--- config.mk ---
export PLATFORM = sky130hd
export DESIGN_NAME = store_merge
export DESIGN_NICKNAME = d
export VERILOG_FILES = /design/src/rtl/store_merge.sv
export SDC_FILE = /design/constraint.sdc
export NUM_CORES = 1
export LEC_CHECK = 0
export ABC_AREA = 1
export CORE_MARGIN = 2
export CORE_UTILIZATION = 40
export CTS_CLUSTER_DIAMETER = 200
export DETAILED_ROUTE_END_ITERATION = 10
export PLACE_DENSITY = 0.83
export SETUP_SLACK_MARGIN = 0.4
export SLEW_MARGIN = 20
export SYNTH_ARGS = -nofsm -noshare
export SYNTH_HDL_FRONTEND = slang
export SYNTH_SLANG_ARGS = --single-unit
export TNS_END_PERCENT = 50
--- constraint.sdc ---
create_clock -name clk -period 1.5 [get_ports clk]
set_input_delay 0.375 -clock clk [delete_from_list [all_inputs] [get_ports clk]]
set_output_delay 0.375 -clock clk [all_outputs]
set_load 0.02 [all_outputs]
--- src/rtl/store_merge.sv ---
// Store path to single-port data memory: sw is a direct write, sb is a read-modify-write of one byte lane.
// Latency: sb done 3 cycles after accepted req (READ, WRITE, DONE); sw done 2 cycles after (WRITE, DONE).
// Backpressure: busy is high while a store is in flight; req is ignored while busy and never queued.
module store_merge (
  input  logic        clk,
  input  logic        rst_n,
  input  logic        req,
  input  logic [9:0]  addr,
  input  logic [31:0] din,
  input  logic        sb,
  output logic        busy,
  output logic        done,
  output logic [7:0]  mem_addr,
  output logic        mem_we,
  output logic [31:0] mem_wdata,
  input  logic [31:0] mem_rdata
);

  typedef enum logic [1:0] {
    S_IDLE  = 2'd0,
    S_READ  = 2'd1,
    S_WRITE = 2'd2,
    S_DONE  = 2'd3
  } state_t;

  state_t      state_q, state_d;
  logic [9:0]  addr_q, addr_d;
  logic [31:0] din_q, din_d;
  logic        sb_q, sb_d;
  logic [31:0] merged;

  // State register and captured request; reset aborts any store in flight.
  always_ff @(posedge clk or negedge rst_n) begin
    if (!rst_n) begin
      state_q <= S_IDLE;
      addr_q  <= '0;
      din_q   <= '0;
      sb_q    <= 1'b0;
    end else begin
      state_q <= state_d;
      addr_q  <= addr_d;
      din_q   <= din_d;
      sb_q    <= sb_d;
    end
  end

  // Next state; the request is captured only when accepted in IDLE.
  always_comb begin
    state_d = state_q;
    addr_d  = addr_q;
    din_d   = din_q;
    sb_d    = sb_q;
    case (state_q)
      S_IDLE: begin
        if (req) begin
          addr_d  = addr;
          din_d   = din;
          sb_d    = sb;
          state_d = sb ? S_READ : S_WRITE;
        end
      end
      S_READ:  state_d = S_WRITE;
      S_WRITE: state_d = S_DONE;
      S_DONE:  state_d = S_IDLE;
      default: state_d = S_IDLE;
    endcase
  end

  // Byte lane merge: read word from the READ cycle with one little-endian lane replaced.
  always_comb begin
    merged = mem_rdata;
    case (addr_q[1:0])
      2'd0:    merged[7:0]   = din_q[7:0];
      2'd1:    merged[15:8]  = din_q[7:0];
      2'd2:    merged[23:16] = din_q[7:0];
      default: merged[31:24] = din_q[7:0];
    endcase
  end

  // Outputs decoded from state; write data is forced to zero outside WRITE.
  always_comb begin
    busy      = (state_q != S_IDLE);
    done      = (state_q == S_DONE);
    mem_we    = (state_q == S_WRITE);
    mem_addr  = addr_q[9:2];
    mem_wdata = '0;
    if (state_q == S_WRITE) begin
      mem_wdata = sb_q ? merged : din_q;
    end
  end

endmodule

==> impl_metrics.tcl <==
set metrics [dict create \
    synth_edf_count 0 \
    worstSetupPathType "reg2out" \
    place_inst 662 \
    design_area_um2 5280 \
    yosys_warnings 0 \
    fin_ws_ns -0.383 \
    via_count 3545 \
    setup_violations 51 \
    antenna_found_initial 0 \
    cp_max_fo 8 \
    numCtsBuffers 5 \
    grtUsageTotal_pct 24.2 \
    min-delay-start "req" \
    drive_gt1_share_pct 42.8 \
    die-area_um2 8180 \
    synth.most_common_cell "nand2_1" \
    hold_path_class "in2reg" \
    h-tree-depth 2 \
    place_ws_ns -0.606 \
    hold_viol 0 \
    initialDrtViolationCount 252 \
    die_h_um 90.4 \
    syn2layout_area_growth_pct 76.6 \
    netlist_instances 445 \
    routed_wl_um 10800 \
    grt_pass1_wl_um 16000 \
    synth_top_cell_by_area "dfrtp_1" \
    grt_overflow 0 \
    reg2reg_to "din_q[29]$_DFFE_PN0P_" \
    holdWs_ns 0.445 \
    ir_drop_mv 1.14 \
    final_core_util_pct 72.8 \
    drc_errors 0 \
    die_x_um 90.4 \
    max_freq_ghz 0.531 \
    synth-seq-cells 45 \
    r2r_cells 9 \
    async_reset_ff_share_pct 100 \
    antenna_cells 0 \
    nets 672 \
    cts_root_buf "clkbuf_8" \
    violations "setup timing" \
    startpoint_type "register" \
    dr.pass1.iters 5 \
    gp_congestion 0.896 \
    cts_tree "done" \
    crit_arrival_ns 1.51 \
    synthTopCellsByCount "nand2_1, nand3_1, nor2_1" \
    required_ns 1.12 \
    stdcell_count 690 \
    grt_max_degree 27 \
    slew_headroom_pct 75.9 \
    row_count 31 \
    clockBufferDepth 2 \
    synthTopCellsByArea "dfrtp_1, nand2_1, nand3_1" \
    port_buffers 120 \
    antenna_left 0 \
    core_area_um2 7250 \
    wl_per_cell_um 15.7 \
    placement.cell_area_um2 4430 \
    dp_hpwl_um 6850 \
    yosys_most_used_dff "dfrtp_1" \
    reg2reg_slack_ns -0.04 \
    tightestPinTransition_ns 0.361 \
    timing.rr.start "state_q[0]$_DFFE_PN0P_" \
    power.leakage_nw 2.58 \
    synth.distinct_cells 18 \
    rsz0062_at_grt "yes" \
    grt_pass1_vias 3381 \
    p_per_area_nw_per_um2 2130 \
    synth_top_area_share_pct 37.7 \
    avgSynthCellArea_um2 6.72 \
    clock-sinks 45 \
    clk_pin_slew_worst_paths_ns 0.10 \
    start_util_pct 41.2 \
    endpoint_kind "output pin" \
    clkLatencyLatePin_ns 0.31 \
    synth_seq_area_share_pct 37.7 \
    hold_end "din_q[23]$_DFFE_PN0P_" \
    fin_tns_setup_ns -11.86 \
    cap_violations 0 \
    status "finished, violations left" \
    post-route-min-period_ns 1.88 \
    p_total_mw 11.2 \
    min_path_cells 3 \
    period_share_pct 126 \
    clock_skew_ns 0.0133 \
    mappedNetlistArea_um2 2990 \
    ios 121 \
    viasPerCell 5.14 \
    synth_fp_nets 527 \
    maxSlewViolCount 0 \
]
[how the worst max path moves through the flow]
stage | depth (start not counted) | from | slack, ns | end
floorplan | 8 | state_q[0]$_DFFE_PN0P_ | -0.05 | mem_wdata[24]
global placement | 6 | mem_rdata[31] | -0.58 | mem_wdata[31]
detailed placement | 6 | mem_rdata[6] | -0.61 | mem_wdata[6]
CTS | 6 | addr_q[1]$_DFFE_PN0P_ | -0.39 | mem_wdata[1]
global route | 7 | addr_q[1]$_DFFE_PN0P_ | -0.45 | mem_wdata[16]
finish | 7 | addr_q[0]$_DFFE_PN0P_ | -0.38 | mem_wdata[3]
[critical path, cell delays in order, from the launching register on]
cell and delay [ns]:
dfrtp_1 0.43, inv_2 0.12, buf_12 0.13, nand2_4 0.10, nand3_1 0.11, nand2_2 0.07, nor2_4 0.11, buf_6 0.12
[layout by cell type, fill, tap and decap left out, drive strengths merged]
| cell type | n |
|---|---|
| ha | 4 |
| o21ai | 3 |
| buf | 96 |
| nand2 | 146 |
| dlygate4sd3 | 1 |
| dfrtp | 45 |
| clkbuf | 9 |
| clkinv | 3 |
| nand3 | 96 |
| a21oi | 2 |
| clkdlybuf4s50 | 75 |
| o22ai | 1 |
| nor2 | 69 |
| inv | 41 |
[routing by layer]
layer / share of wire, % / wire (um) / GRT usage (%) / vias to the layer above
met2: 53 / 5720 / 44.0 / 168
met3: 5.7 / 618 / 3.17 / 31
li1: - / - / - / 1665
met4: 2.6 / 276 / 9.23 / 0
met1: 39 / 4210 / 29.1 / 1681
met5: 0 / 0 / 0 / -
[where the power goes]
part / leakage (nW) / total, mW / switching, mW / internal, mW
Combinational: 1.98 / 8.00 / 4.28 / 3.73
Sequential: 0.554 / 2.48 / 0.688 / 1.79
Clock: 0.0450 / 0.750 / 0.426 / 0.324
Total: 2.58 / 11.2 / 5.39 / 5.84
[what timing repair did]
action / CTS / global route
hold endpoints to repair: 10 / 0
hold buffers: 1 / 0
cloned: 2 / 3
buffers inserted: 4 / 10
pin swaps: 41 / 15
endpoints found under the setup margin: 88 / 88
resized for setup: 353 / 46
[cell families after synthesis]
| group | count (synthesis) | synth area share (%) |
|---|---|---|
| AOI/OAI and AO/OA | 6 | 1.05 |
| adders and majority gates | 4 | 1.67 |
| buffers and inverters | 79 | 15.0 |
| DFF | 45 | 37.7 |
| and+or+nand+nor | 311 | 44.6 |
[final cells by class]
cell class,instances,area [um^2]
clock buffer,6,72.6
multi-input combinational,321,1910
sequential,45,1130
timing repair buffer,175,1850
clock inverter,2,10.0
inverter,42,180
tap,99,124
fill,535,1970
[registers in the layout (all words and copies together) (netlist names)]
name     flops
sb_q         1
state_q      2
din_q       32
addr_q      10
Power figures use the tool's default switching activity.
